## config.mk

```make
export PLATFORM = sky130hd
export DESIGN_NAME = alu_issue_ctrl
export DESIGN_NICKNAME = d
export VERILOG_FILES = /design/src/rtl/alu_pkg.sv /design/src/rtl/alu_issue_ctrl_decode.sv /design/src/rtl/alu_issue_ctrl.sv
export SDC_FILE = /design/constraint.sdc
export NUM_CORES = 1
export LEC_CHECK = 0
export ABC_AREA = 0
export CAP_MARGIN = 5
export CORE_UTILIZATION = 41
export CTS_CLUSTER_SIZE = 28
export DETAILED_ROUTE_END_ITERATION = 7
export PLACE_DENSITY = 0.82
export SLEW_MARGIN = 20
export SYNTH_ARGS = -nofsm -noshare
export SYNTH_HDL_FRONTEND = slang
export SYNTH_SLANG_ARGS = --single-unit
```

## constraint.sdc

```tcl
create_clock -name clk -period 5 [get_ports clk]
set_input_delay 0.5 -clock clk [delete_from_list [all_inputs] [get_ports clk]]
set_output_delay 0.5 -clock clk [all_outputs]
set_load 0.05 [all_outputs]
```

## src/rtl/alu_pkg.sv

```systemverilog
// Shared constants and types for the ALU issue/writeback controller.
package alu_pkg;

    // ALU control codes
    localparam logic [4:0] CtrlNone = 5'h00;
    localparam logic [4:0] CtrlAdd  = 5'h02;
    localparam logic [4:0] CtrlSub  = 5'h03;
    localparam logic [4:0] CtrlAnd  = 5'h04;
    localparam logic [4:0] CtrlOr   = 5'h05;
    localparam logic [4:0] CtrlXor  = 5'h06;
    localparam logic [4:0] CtrlSll  = 5'h08;
    localparam logic [4:0] CtrlSrl  = 5'h09;
    localparam logic [4:0] CtrlNor  = 5'h0A;
    localparam logic [4:0] CtrlSubu = 5'h0B;
    localparam logic [4:0] CtrlAddu = 5'h0C;

    localparam logic [5:0] OpRtype = 6'h00;
    localparam logic [5:0] OpAddi  = 6'h08;
    localparam logic [5:0] OpAddiu = 6'h09;
    localparam logic [5:0] OpAndi  = 6'h0C;
    localparam logic [5:0] OpOri   = 6'h0D;
    localparam logic [5:0] OpXori  = 6'h0E;

    localparam logic [5:0] FnSll  = 6'h00;
    localparam logic [5:0] FnSrl  = 6'h02;
    localparam logic [5:0] FnAdd  = 6'h20;
    localparam logic [5:0] FnAddu = 6'h21;
    localparam logic [5:0] FnSub  = 6'h22;
    localparam logic [5:0] FnSubu = 6'h23;
    localparam logic [5:0] FnAnd  = 6'h24;
    localparam logic [5:0] FnOr   = 6'h25;
    localparam logic [5:0] FnXor  = 6'h26;
    localparam logic [5:0] FnNor  = 6'h27;

    typedef enum logic [1:0] {StIdle, StExec, StWb} state_e;

endpackage

```

## src/rtl/alu_issue_ctrl_decode.sv

```systemverilog
// Combinational opcode/funct decode into ALU control code, operands and destination.
module alu_decode
    import alu_pkg::*;
#(
    parameter int unsigned DATA_W = 32,
    parameter int unsigned REG_W  = 5
) (
    input  logic [5:0]        opcode,
    input  logic [5:0]        funct,
    input  logic [4:0]        shamt,
    input  logic [15:0]       imm,
    input  logic [REG_W-1:0]  rt,
    input  logic [REG_W-1:0]  rd,
    input  logic [DATA_W-1:0] rs_val,
    input  logic [DATA_W-1:0] rt_val,
    output logic [4:0]        control,
    output logic [DATA_W-1:0] operand_a,
    output logic [DATA_W-1:0] operand_b,
    output logic [REG_W-1:0]  dest,
    output logic              legal,
    output logic              is_signed_arith
);

    logic [DATA_W-1:0] imm_sext;
    logic [DATA_W-1:0] imm_zext;
    logic [DATA_W-1:0] shamt_zext;

    assign imm_sext   = {{(DATA_W-16){imm[15]}}, imm};
    assign imm_zext   = {{(DATA_W-16){1'b0}}, imm};
    assign shamt_zext = {{(DATA_W-5){1'b0}}, shamt};

    always_comb begin
        control   = CtrlNone;
        operand_a = '0;
        operand_b = '0;
        dest      = '0;
        legal     = 1'b1;
        if (opcode == OpRtype) begin
            operand_a = rs_val;
            operand_b = rt_val;
            dest      = rd;
            unique case (funct)
                FnAdd:   control = CtrlAdd;
                FnAddu:  control = CtrlAddu;
                FnSub:   control = CtrlSub;
                FnSubu:  control = CtrlSubu;
                FnAnd:   control = CtrlAnd;
                FnOr:    control = CtrlOr;
                FnXor:   control = CtrlXor;
                FnNor:   control = CtrlNor;
                FnSll, FnSrl: begin
                    control   = (funct == FnSll) ? CtrlSll : CtrlSrl;
                    operand_a = rt_val;
                    operand_b = shamt_zext;
                end
                default: legal = 1'b0;
            endcase
        end else begin
            operand_a = rs_val;
            dest      = rt;
            unique case (opcode)
                OpAddi:  begin control = CtrlAdd;  operand_b = imm_sext; end
                OpAddiu: begin control = CtrlAddu; operand_b = imm_sext; end
                OpAndi:  begin control = CtrlAnd;  operand_b = imm_zext; end
                OpOri:   begin control = CtrlOr;   operand_b = imm_zext; end
                OpXori:  begin control = CtrlXor;  operand_b = imm_zext; end
                default: legal = 1'b0;
            endcase
        end
        // Illegal encodings still flow through the ALU, but with neutral inputs.
        if (!legal) begin
            control   = CtrlNone;
            operand_a = '0;
            operand_b = '0;
            dest      = '0;
        end
    end

    assign is_signed_arith = (control == CtrlAdd) || (control == CtrlSub);

endmodule

```

## src/rtl/alu_issue_ctrl.sv

```systemverilog
// Issue/writeback controller: accepts a decoded op, drives the registered ALU,
// and returns its result to the register file with zero/overflow status.
module alu_issue_ctrl
    import alu_pkg::*;
#(
    parameter int unsigned DATA_W = 32,
    parameter int unsigned REG_W  = 5
) (
    input  logic              clk,
    input  logic              reset,
    input  logic              in_valid,
    output logic              in_ready,
    input  logic [5:0]        in_opcode,
    input  logic [5:0]        in_funct,
    input  logic [4:0]        in_shamt,
    input  logic [REG_W-1:0]  in_rt,
    input  logic [REG_W-1:0]  in_rd,
    input  logic [DATA_W-1:0] in_rs_val,
    input  logic [DATA_W-1:0] in_rt_val,
    input  logic [15:0]       in_imm,
    output logic [DATA_W-1:0] alu_operand_A,
    output logic [DATA_W-1:0] alu_operand_B,
    output logic [4:0]        alu_control,
    input  logic [DATA_W-1:0] alu_result_in,
    input  logic              alu_zero_in,
    output logic              wb_en,
    output logic [REG_W-1:0]  wb_addr,
    output logic [DATA_W-1:0] wb_data,
    output logic              zero_out,
    output logic              ovf_trap,
    output logic              illegal_op,
    output logic              done
);

    state_e            state;
    logic [REG_W-1:0]  dest_q;
    logic              legal_q;
    logic              signed_q;

    logic [4:0]        dec_control;
    logic [DATA_W-1:0] dec_a;
    logic [DATA_W-1:0] dec_b;
    logic [REG_W-1:0]  dec_dest;
    logic              dec_legal;
    logic              dec_signed;
    logic              ovf;
    logic              sign_a, sign_b, sign_r;

    alu_decode #(
        .DATA_W (DATA_W),
        .REG_W  (REG_W)
    ) u_decode (
        .opcode          (in_opcode),
        .funct           (in_funct),
        .shamt           (in_shamt),
        .imm             (in_imm),
        .rt              (in_rt),
        .rd              (in_rd),
        .rs_val          (in_rs_val),
        .rt_val          (in_rt_val),
        .control         (dec_control),
        .operand_a       (dec_a),
        .operand_b       (dec_b),
        .dest            (dec_dest),
        .legal           (dec_legal),
        .is_signed_arith (dec_signed)
    );

    assign in_ready = (state == StIdle);

    assign sign_a = alu_operand_A[DATA_W-1];
    assign sign_b = alu_operand_B[DATA_W-1];
    assign sign_r = alu_result_in[DATA_W-1];

    always_comb begin
        ovf = 1'b0;
        if (signed_q) begin
            if (alu_control == CtrlAdd) ovf = (sign_a == sign_b) && (sign_r != sign_a);
            else                        ovf = (sign_a != sign_b) && (sign_r != sign_a);
        end
    end

    always_ff @(posedge clk or posedge reset) begin
        if (reset) begin
            state         <= StIdle;
            alu_operand_A <= '0;
            alu_operand_B <= '0;
            alu_control   <= CtrlNone;
            dest_q        <= '0;
            legal_q       <= 1'b0;
            signed_q      <= 1'b0;
            wb_en         <= 1'b0;
            wb_addr       <= '0;
            wb_data       <= '0;
            zero_out      <= 1'b0;
            ovf_trap      <= 1'b0;
            illegal_op    <= 1'b0;
            done          <= 1'b0;
        end else begin
            // Completion outputs are single-cycle pulses.
            wb_en      <= 1'b0;
            wb_addr    <= '0;
            wb_data    <= '0;
            zero_out   <= 1'b0;
            ovf_trap   <= 1'b0;
            illegal_op <= 1'b0;
            done       <= 1'b0;
            unique case (state)
                StIdle: begin
                    if (in_valid) begin
                        alu_operand_A <= dec_a;
                        alu_operand_B <= dec_b;
                        alu_control   <= dec_control;
                        dest_q        <= dec_dest;
                        legal_q       <= dec_legal;
                        signed_q      <= dec_signed;
                        state         <= StExec;
                    end
                end
                StExec: state <= StWb;
                StWb: begin
                    done       <= 1'b1;
                    wb_en      <= legal_q && !ovf && (dest_q != '0);
                    wb_addr    <= dest_q;
                    wb_data    <= alu_result_in;
                    zero_out   <= alu_zero_in;
                    ovf_trap   <= ovf;
                    illegal_op <= !legal_q;
                    state      <= StIdle;
                end
                default: state <= StIdle;
            endcase
        end
    end

endmodule

```

After elaboration in Yosys (flattened, before gate mapping)
Cells that the tools add are included.
Widths: inputs -> output; s select.
{"block": "totals", "reg_bits": 120, "in_bits": 143}
{"block": "op_classes", "n_eq_ne": 23, "n_mux": 28, "n_reduce_logical": 17}
{"operator": "$mux 32", "n": 7}
{"operator": "$pmux 32 s2", "n": 1}
{"operator": "$eq 6x6->1 const B", "n": 8}
{"operator": "$pmux 5 s9", "n": 1}
{"operator": "$eq 6x4->1 const B", "n": 5}
{"operator": "$mux 5", "n": 5}
{"operator": "$pmux 4 s5", "n": 1}
{"operator": "$eq 5x2->1 const B", "n": 3}
{"operator": "$logic_not 6->1", "n": 2}
{"operator": "$mux 1", "n": 11}
{"operator": "$reduce_or 10->1", "n": 1}
{"operator": "$eq 6x2->1 const B", "n": 1}
{"operator": "$reduce_bool 5->1", "n": 1}
{"operator": "$reduce_or 5->1", "n": 1}
{"operator": "$logic_and 1x1->1", "n": 4}
{"operator": "$pmux 2 s2", "n": 1}
{"operator": "$reduce_or 2->1", "n": 2}
{"operator": "$reduce_or 3->1", "n": 1}
{"operator": "$eq 2x1->1 const B", "n": 1}
{"operator": "$eq 2x2->1 const B", "n": 1}
{"operator": "$logic_not 1->1", "n": 2}
{"operator": "$logic_not 2->1", "n": 1}
{"operator": "$mux 2", "n": 1}
{"operator": "$ne 1x1->1", "n": 2}
{"operator": "4 further kinds", "n": 4}

Longest topological paths before layout
Gate-level depths: netlist (run 1).
{"block": "depth", "word_depth": 8, "ltp_mapped": 7, "depth_no_buf": 4}

Modules after synthesis
A second synthesis (run 1) with hierarchy kept.
{"block": "hier_totals", "cells_unflattened": 493, "area_unflattened_um2": 5714.2}
{"module": "alu_issue_ctrl", "instances": 1, "cells_each": 262, "area_per_inst_um2": 4441.8}
{"module": "alu_decode", "instances": 1, "cells_each": 231, "area_per_inst_um2": 1272.5}

Worst setup path before layout (run 1)
Ideal clock, no wire load.
{"block": "synth_timing", "path_kind": "input to register", "from": "input in_opcode[1]", "to": "register alu_operand_A[29]", "setup_time_ns": 0.138, "arrival_time_ns": 1.999, "required_ns": 4.862, "slack_ns": 2.863, "stages": 6, "path_buffers": 2, "cell_sequence": "or4_4 or4_4 buf_6 buf_12 mux2i_1 o21ai_1"}
{"block": "synth_via", "elab_chain_cells": 5, "elab_cells_between_ends": 11, "cone_classes": "eq/ne (5); mux (4); reduce/logical (2)"}
{"element": "start: declaration", "line_no": "alu_issue_ctrl.sv:13", "rtl": "input logic [5:0] in_opcode,"}
{"element": "$eq 6x4->1", "line_no": "alu_issue_ctrl_decode.sv:61", "rtl": "unique case (opcode)"}
{"element": "$reduce_or 5->1 (no source line)"}
{"element": "$mux 1", "line_no": "alu_issue_ctrl_decode.sv:61"}
{"element": "$mux 1", "line_no": "alu_issue_ctrl_decode.sv:38", "rtl": "if (opcode == OpRtype) begin"}
{"element": "$mux 32 *", "line_no": "alu_issue_ctrl_decode.sv:71", "rtl": "if (!legal) begin"}
{"element": "end signal: assignment", "line_no": "alu_issue_ctrl.sv:86", "rtl": "alu_operand_A <= '0;"}
{"element": "end signal: assignment", "line_no": "alu_issue_ctrl.sv:111", "rtl": "alu_operand_A <= dec_a;"}
{"element": "end: declaration", "line_no": "alu_issue_ctrl.sv:21", "rtl": "output logic [DATA_W-1:0] alu_operand_A,"}
Mark *: on every way between the ends. The rest lies on a longest branch, timed or not.
A chain may end at the register's enable or synchronous reset.

Final worst setup path (run 1)
{"block": "layout_timing", "from": "input in_opcode[3]", "to": "register dest_q[0]"}
{"block": "layout_via", "elab_chain_cells": 5, "elab_cells_between_ends": 11, "cone_classes": "eq/ne (5); mux (4); reduce/logical (2)"}
{"element": "$eq 6x4->1", "line_no": "alu_issue_ctrl_decode.sv:61"}
{"element": "$reduce_or 5->1 (no source line)"}
{"element": "$mux 1", "line_no": "alu_issue_ctrl_decode.sv:61"}
{"element": "$mux 1", "line_no": "alu_issue_ctrl_decode.sv:38"}
{"element": "$mux 5 *", "line_no": "alu_issue_ctrl_decode.sv:71"}
{"element": "end signal: assignment", "line_no": "alu_issue_ctrl.sv:114", "rtl": "dest_q <= dec_dest;"}
{"element": "end: declaration", "line_no": "alu_issue_ctrl.sv:36", "rtl": "logic [REG_W-1:0] dest_q;"}
Marked as above.

==> impl_metrics.py, run 1 <==
metrics = {
    "route": {
        "viasPerCell": 5.11,
        "ant_nets": 0,
        "first_pass_iters": 4,
        "drc": 0,
        "wl_per_cell_um": 17.7,
        "initialDrtViolationCount": 296,
        "routed_wl_um": 16100,
        "vias": 4628,
    },
    "clock_network": {
        "numCtsBuffers": 17,
        "htreeDepth": 4,
        "cts_buffer_depth": 2,
        "post_cts_resize_count": 0,
        "hold_buffers": 0,
        "cts_tree": "done",
        "clk_pin_slew_ns": 0.06,
        "cts_root_buffer": "clkbuf_16",
        "clk_latency_ns": 0.41,
        "post_cts_buffers": 0,
        "cts.sinks": 119,
    },
    "layout": {
        "final_cells": 905,
        "nets": 867,
        "insertedDiodeCount": 0,
        "syn_to_final_growth_pct": 62.5,
        "drive_gt1_frac": 0.0719,
    },
    "die": {
        "initial_core_util": 0.424,
        "num_rows": 40,
        "io_pins": 255,
        "core_um2": 12100,
        "die_area_um2": 13000,
        "fp.dieW_um": 114,
        "fp.dieH_um": 114,
    },
    "synthesis": {
        "synthesis.area_um2": 5130,
        "synth-main-ff-cell": "dfrtp_1",
        "syn_avg_cell_area_um2": 10.7,
        "yosysUniqueCellTypes": 50,
        "synth_top_family_by_area": "simple AND/OR/NAND/NOR gates",
        "yosys_warnings": 0,
        "postSynthNetCount": 623,
        "synth-compound-area-share": 0.137,
        "synthMuxAreaShare": 0.0741,
        "synth_xor_area_frac": 0.00171,
        "async_flop_share": 1.00,
        "synth_fa_ha_area_frac": 0,
        "synth_edf_count": 0,
        "syn_inst": 480,
        "synth.yosys.seq_area_share": 0.580,
        "synth-simple-area-share": 0.166,
        "yosys_register_bits": 119,
    },
    "placed_design": {
        "port_buffers": 253,
        "place.gp.congestion": 0.911,
        "hpwl_um": 11200,
        "dp_slack_ns": 1.34,
        "dp.cells": 873,
    },
    "setup_path": {
        "cp-start-kind": "input port",
        "worst_setup_path_end_kind": "flop",
        "arrival_ns": 3.21,
        "critical_path_class": "in -> reg",
        "critPathMaxFanout": 32,
        "worstPathRequired_ns": 5.31,
    },
    "sta": {
        "fin_crit_ns": 2.90,
        "maxSlewViolCount": 0,
        "fin_crit_sh": 0.580,
        "worst_slew_pin_slew_ns": 1.01,
        "hold_viol": 0,
        "finalSetupTns_ns": 0,
        "whs_ns": 0.456,
        "finalWorstSetupSlack_ns": 2.10,
        "max_slew_margin": 0.326,
        "fin_worst_skew_ns": 0.00788,
        "setup_violations": 0,
        "max_freq_mhz": 345,
        "rsz0062_at_grt": "false",
    },
    "pwr": {
        "power.leakage_nw": 3.79,
        "ir_drop_uv": 195,
        "p_per_area_nw_per_um2": 334,
    },
    "worst_hold_path": {
        "worstHoldPathType": "reg -> reg",
    },
    "grt": {
        "grt_max_degree": 94,
        "grt_pass1_vias": 4859,
        "antenna_found_initial": 0,
        "grt-ovfl-total": 0,
        "grt_pass1_wl_um": 24800,
        "grtUsageTotal": 0.250,
    },
    "flow_run": {
        "max_cap_viol_count": 0,
    },
    "run_status": {
        "status": "complete, no violations",
    },
}
==> sequential cells by signal, indices dropped and copies added (netlist names) <==
signal and cells:
wb_data 32, legal_q 1, done 1, signed_q 1, ovf_trap 1, zero_out 1
alu_operand_A 32, dest_q 5, illegal_op 1, wb_en 1, alu_control 4, state 2
wb_addr 5, alu_operand_B 32
==> worst max-delay path, cell delays in order <==
cell and delay, ns:
clkdlybuf4s50_1 0.56, nor3b_1 0.33, a21boi_2 0.84, o21ai_4 0.35, buf_4 0.35, o21ai_0 0.24
==> cells by family (layout without fill, tap and decap cells) <==
logic type,Yosys count,after routing
compound gates,116,116
flops,119,119
xor+xnor,1,1
buf+inv,32,289
other cells,1,1
simple gates,173,173
mux,38,38
==> cell usage after synthesis, drive strengths merged (6+ instances only) <==
master  number  area share
dfrtp      119        0.58
nand2       77       0.056
o21ai       74       0.072
and2        38       0.046
mux2i       38       0.074
nor2        22       0.016
clkbuf      17       0.012
a22oi       12       0.018
buf         10       0.021
a21oi        7      0.0068
nor2b        6      0.0073
==> placed cells by master (no fill, tap or decap), types with 2 or more instances in the layout <==
cell / Yosys / layout
or4_4: 2 / 2
buf_4: 2 / 2
a2bb2oi_1: 4 / 4
dfrtp_1: 119 / 119
inv_6: 0 / 5
or2_2: 3 / 3
and3_1: 2 / 2
o21ai_0: 43 / 43
clkinv_4: 0 / 5
a22oi_1: 12 / 12
bufinv_16: 0 / 3
a21o_1: 2 / 2
clkbuf_16: 0 / 17
and2_1: 38 / 38
nor2_1: 22 / 22
nor3b_1: 2 / 2
nor2b_1: 6 / 5
nand2b_1: 5 / 5
clkdlybuf4s50_1: 0 / 253
o21ai_1: 31 / 30
a21oi_1: 7 / 7
nand2_1: 77 / 77
nor3_1: 3 / 3
a22o_1: 4 / 4
mux2i_1: 38 / 38
nand3_1: 5 / 5
or4_1: 2 / 2
==> metal layers <==
layer,GRT usage,part of all wire,up-vias
met2,0.437,0.49,236
met4,0.126,0.028,0
met5,0,0,-
li1,-,-,2136
met1,0.277,0.39,2220
met3,0.0755,0.088,36
==> final cells by class <==
| type | count | area [um2] |
|---|---|---|
| Tap cell | 168 | 210 |
| Fill cell | 884 | 3770 |
| Sequential cell | 119 | 2980 |
| Timing Repair Buffer | 255 | 2550 |
| Clock inverter | 15 | 193 |
| Multi-Input combinational cell | 329 | 1970 |
| Clock buffer | 17 | 425 |
| Inverter | 2 | 12.5 |
==> power by group <==
group | total (W) | internal (W) | switching, W
sequential | 0.00103 | 0.00101 | 0.0000215
clock | 0.00128 | 0.000797 | 0.000483
combinational | 0.000477 | 0.000200 | 0.000277
total | 0.00278 | 0.00200 | 0.000781
==> worst paths after layout <==
path | endpoint | depth (start not counted) | startpoint | slack, ns
max | dest_q[0] | 6 | in_opcode[3] | 2.10
min | illegal_op | 1 | legal_q | 0.46
max reg2reg | dest_q[0] | 5 | state[0] | 2.33
min reg2reg | illegal_op | 1 | legal_q | 0.46
max in group asynchronous | dest_q[4] | 3 | reset | 3.45
min in group asynchronous | wb_data[30] | 2 | reset | 0.66
==> through the flow <==
step	area [um2]	util	power (W)
after floorplan	5130	-	0.00129
after global placement	7710	0.636	0.00151
after detailed placement	7710	0.636	0.00152
after CTS	8330	0.688	0.00279
after global routing	8340	0.689	0.00288
final	8340	0.689	0.00278
Note: power is estimated with default switching activity, not from simulation.
==> inputs of run 2 (changes only) <==
==> constraint.sdc (replaced) <==
create_clock -name clk -period 2.8 [get_ports clk]
set_input_delay 0.28 -clock clk [delete_from_list [all_inputs] [get_ports clk]]
set_output_delay 0.28 -clock clk [all_outputs]
set_load 0.05 [all_outputs]
==> impl_metrics.py, run 2 (same netlist as run 1, synthesis figures left out) <==
metrics = {
    "sta": {
        "maxSlewViolCount": 0,
        "max_slew_margin": 0.615,
        "fin_worst_skew_ns": 0.00871,
        "finalSetupTns_ns": 0,
        "max_freq_mhz": 449,
        "fin_crit_sh": 0.796,
        "rsz0062_at_grt": "false",
        "worst_slew_pin_slew_ns": 0.576,
        "hold_viol": 0,
        "setup_violations": 0,
        "fin_crit_ns": 2.23,
    },
    "worst_hold_path": {
        "worstHoldPathType": "in -> async",
    },
    "layout": {
        "layout_commonest_cell": "clkdlybuf4s50_1",
        "insertedDiodeCount": 0,
        "fillCellCount": 891,
        "nets": 881,
        "final_util": 0.697,
        "syn_to_final_growth_pct": 64.5,
        "top_regs": "alu_operand_A (32), alu_operand_B (32), wb_data (32)",
        "drive_gt1_frac": 0.0879,
        "final_cell_mix": "clkdlybuf4s50_1, dfrtp_1, nand2_1",
    },
    "setup_path": {
        "worstPathRequired_ns": 3.09,
        "arrival_ns": 2.52,
        "reg2reg_from": "state[0]",
        "cp-start-kind": "input port",
        "worst_setup_path_end_kind": "flop",
        "timing.reg2reg.worst_path_depth": 5,
        "critical_path_class": "in -> reg",
        "reg2reg_to": "alu_operand_B[18]",
        "critPathMaxFanout": 17,
        "regToRegSetupSlack_ns": 0.92,
    },
    "placed_design": {
        "port_buffers": 253,
        "hpwl_um": 11500,
        "place.gp.congestion": 0.931,
    },
    "die": {
        "num_rows": 40,
        "initial_core_util": 0.424,
        "io_pins": 255,
        "core_um2": 12100,
        "fp.dieH_um": 114,
        "fp.dieW_um": 114,
        "die_area_um2": 13000,
    },
    "clock_network": {
        "numCtsBuffers": 17,
        "htreeDepth": 4,
        "cts_tree": "done",
        "cts_root_buffer": "clkbuf_16",
        "clk_pin_slew_ns": 0.06,
        "cts.sinks": 119,
        "post_cts_resize_count": 0,
        "cts_buffer_depth": 2,
        "post_cts_buffers": 0,
        "clk_latency_ns": 0.41,
        "hold_buffers": 0,
    },
    "route": {
        "vias": 4677,
        "wl_per_cell_um": 17.2,
        "viasPerCell": 5.09,
        "routed_wl_um": 15800,
        "ant_nets": 0,
        "first_pass_iters": 4,
        "initialDrtViolationCount": 268,
        "drc": 0,
    },
    "grt": {
        "grt-ovfl-total": 0,
        "grtUsageTotal": 0.248,
        "antenna_found_initial": 0,
        "grt_pass1_vias": 4865,
        "grt_max_degree": 76,
        "grt_pass1_wl_um": 24600,
    },
    "flow_run": {
        "max_cap_viol_count": 0,
    },
    "pwr": {
        "p_per_area_nw_per_um2": 569,
        "power.leakage_nw": 3.84,
        "ir_drop_uv": 313,
    },
    "run_status": {
        "status": "complete, no violations",
    },
}
## run 2: worst max-delay path by stage
stage,endpoint,start,slack (ns)
6_report,alu_operand_A[8],in_opcode[0],0.57
3_3_place_gp,alu_operand_A[4],in_opcode[0],0.26
4_1_cts,alu_operand_A[17],in_opcode[0],0.60
5_1_grt,alu_operand_A[8],in_opcode[0],0.50
2_1_floorplan,alu_operand_A[10],state[0],0.81
3_5_place_dp,alu_operand_A[14],in_opcode[0],0.17
## run 2: metrics by stage
stage	instance area (um2)	total power [W]	setup slack, ns	std cells	hold WS (ns)
after detailed placement	7850	0.00273	0.168	887	0.453
final	8440	0.00480	0.572	919	0.164
after floorplan	5130	0.00230	0.810	480	0.409
after global routing	8440	0.00498	0.497	919	0.169
after global placement	7850	0.00271	0.256	887	0.446
after CTS	8440	0.00484	0.597	919	0.160
## run 2: power breakdown
part / switching (W) / internal [W]
Clock: 0.000767 / 0.00134
Combinational: 0.000494 / 0.000369
Sequential: 0.0000369 / 0.00180
Total: 0.00130 / 0.00350
## run 2: final cells by class
class,instances,area [um2],share of cell area
Sequential cell,119,2980,0.353
Timing Repair Buffer,269,2690,0.319
Multi-Input combinational cell,329,1960,0.233
Clock buffer,22,494,0.0586
Tap cell,168,210,0.0249
Clock inverter,10,93.8,0.0111
Inverter,2,11.3,0.00133
## run 2: routing by layer
layer	track usage	up-vias	routed length (um)
met1	0.281	2248	6210
met2	0.437	230	7990
met5	0	-	0
met4	0.105	0	388
met3	0.0701	36	1180
li1	-	2163	-
## run 2: critical path: stages
cell and delay [ns]:
clkdlybuf4s50_1 0.52, or4_4 0.58, or4_4 0.57, buf_4 0.28, mux2i_1 0.20, o21ai_1 0.08
==> inputs of run 3 (changes only) <==
--- a/config.mk
+++ b/config.mk
@@ -7,10 +7,10 @@
 export LEC_CHECK = 0
 export ABC_AREA = 0
 export CAP_MARGIN = 5
-export CORE_UTILIZATION = 41
+export CORE_UTILIZATION = 37
 export CTS_CLUSTER_SIZE = 28
 export DETAILED_ROUTE_END_ITERATION = 7
-export PLACE_DENSITY = 0.82
+export PLACE_DENSITY = 0.78
 export SLEW_MARGIN = 20
 export SYNTH_ARGS = -nofsm -noshare
 export SYNTH_HDL_FRONTEND = slang
==> constraint.sdc (replaced) <==
create_clock -name clk -period 1.8 [get_ports clk]
set_input_delay 0.18 -clock clk [delete_from_list [all_inputs] [get_ports clk]]
set_output_delay 0.18 -clock clk [all_outputs]
set_load 0.05 [all_outputs]
==> impl_metrics.py, run 3 (same netlist as run 1, synthesis figures left out) <==
metrics = {
    "setup_path": {
        "critical_path_class": "reg -> out",
        "crit_path_max_incr_delay_ns": 0.83,
        "arrival_ns": 1.59,
        "critPathSlowestCell": "clkdlybuf4s50_1",
        "reg2reg_to": "alu_operand_B[20]",
        "timing.reg2reg.worst_path_depth": 5,
        "worst_setup_path_end_kind": "output port",
        "crit_cells": 1,
        "critPathBufInv": 1,
        "critPathMaxFanout": 2,
        "cp-start-kind": "flop",
        "worstPathRequired_ns": 1.62,
        "regToRegSetupSlack_ns": 0.16,
        "reg2reg_from": "state[0]",
        "crit_start": "alu_operand_B[24]",
        "cpLargestDelayFamily": "buffers and inverters",
        "setup.worst_path.end": "alu_operand_B[24]",
        "cp_cell_sequence": "clkdlybuf4s50_1",
    },
    "layout": {
        "final_area_um2": 8910,
        "fillCellCount": 1036,
        "syn_to_final_growth_pct": 73.6,
        "nets": 909,
        "layout_commonest_cell": "clkdlybuf4s50_1",
        "top_regs": "alu_operand_A (32), alu_operand_B (32), wb_data (32)",
        "final_cell_mix": "clkdlybuf4s50_1, dfrtp_1, nand2_1",
        "insertedDiodeCount": 0,
        "drive_gt1_frac": 0.135,
    },
    "die": {
        "io_pins": 255,
        "fp.dieH_um": 120,
        "die_area_um2": 14300,
        "num_rows": 42,
        "fp.dieW_um": 120,
        "initial_core_util": 0.383,
        "core_um2": 13400,
    },
    "clock_network": {
        "cts_tree": "done",
        "htreeDepth": 4,
        "clk_pin_slew_ns": 0.06,
        "numCtsBuffers": 17,
        "hold_buffers": 0,
        "cts_buffer_depth": 2,
        "clk_latency_ns": 0.40,
        "cts.sinks": 119,
        "cts_root_buffer": "clkbuf_16",
    },
    "sta": {
        "worst_slew_pin_slew_ns": 0.554,
        "setup_violations": 0,
        "hold_viol": 0,
        "fin_crit_sh": 0.981,
        "max_slew_margin": 0.629,
        "rsz0062_at_grt": "false",
        "maxSlewViolCount": 0,
        "finalSetupTns_ns": 0,
        "max_freq_mhz": 566,
        "fin_worst_skew_ns": 0.0119,
        "fin_crit_ns": 1.77,
    },
    "grt": {
        "antenna_found_initial": 0,
        "grtUsageTotal": 0.242,
        "grt_max_degree": 57,
        "grt_pass1_vias": 4948,
        "grt_pass1_wl_um": 26500,
        "grt-ovfl-total": 0,
    },
    "route": {
        "initialDrtViolationCount": 277,
        "viasPerCell": 4.99,
        "ant_nets": 0,
        "vias": 4760,
        "wl_per_cell_um": 17.7,
        "drc": 0,
        "routed_wl_um": 16900,
        "first_pass_iters": 5,
    },
    "worst_hold_path": {
        "worstHoldPathType": "in -> async",
    },
    "placed_design": {
        "place_area_um2": 8100,
        "port_buffers": 253,
        "place.gp.congestion": 0.802,
        "hpwl_um": 12100,
    },
    "run_status": {
        "status": "complete, no violations",
    },
    "flow_run": {
        "max_cap_viol_count": 0,
    },
    "pwr": {
        "power.leakage_nw": 4.51,
        "p_per_area_nw_per_um2": 871,
        "ir_drop_uv": 587,
    },
}
==> run 3: changes by cell type in the layout (fill, tap and decap cells not counted), moves of 5 or more <==
cell	delta
dlymetal6s2s_1	+25
buf_12	+7
buf_4	+20
o21ai_1	+9
clkbuf_8	-5
o21ai_0	-9
dlygate4sd2_1	+8
clkdlybuf4s50_1	-42
==> run 3: area by class of cell <==
class / count / area [um2] / area share
inverters: 2 / 11.3 / 0.00126
repair buffers: 297 / 3090 / 0.347
well taps: 176 / 220 / 0.0247
flip-flops and latches: 119 / 2980 / 0.334
clock buffers: 18 / 429 / 0.0482
clock inverters: 13 / 178 / 0.0199
multi-input cells: 329 / 2000 / 0.224
==> run 3: worst min-delay path by stage <==
stage	start	endpoint	slack, ns
floorplan	alu_result_in[0]	wb_data[0]	0.31
global placement	legal_q	illegal_op	0.44
detailed placement	legal_q	illegal_op	0.46
CTS	reset	wb_data[1]	0.10
global route	reset	zero_out	0.12
finish	reset	wb_data[1]	0.11
==> run 3: report_power, final <==
group | internal [W] | switching (W) | total (W) | leakage (nW)
Sequential | 0.00279 | 0.0000579 | 0.00285 | 1.64
Combinational | 0.000611 | 0.000791 | 0.00140 | 2.58
Clock | 0.00230 | 0.00120 | 0.00350 | 0.296
Total | 0.00571 | 0.00205 | 0.00776 | 4.51
==> run 3: repair_timing <==
action / CTS / global route
pin swaps: 3 / 3
buffers inserted: 4 / 0
gates cloned: 3 / 0
gates resized for setup: 28 / 36
endpoints found under the setup margin: 69 / 75
==> run 3: per-stage QoR <==
| stage | util | power (W) | setup slack [ns] | hold slack [ns] | cells |
|---|---|---|---|---|---|
| detailed placement | 0.605 | 0.00430 | -0.532 | 0.461 | 916 |
| finish | 0.665 | 0.00776 | 0.0338 | 0.114 | 954 |
| global route | 0.665 | 0.00803 | 0.000417 | 0.121 | 954 |
| CTS | 0.660 | 0.00782 | 0.00300 | 0.102 | 954 |
| floorplan | - | 0.00358 | -0.159 | 0.309 | 480 |
| global placement | 0.605 | 0.00428 | -0.479 | 0.444 | 916 |
==> run 3: layer usage <==
metal,vias up,track usage,wire [um]
met4,0,0.0828,294
met3,20,0.0684,1320
li1,2224,-,-
met1,2296,0.291,6790
met5,-,0,0
met2,220,0.413,8490
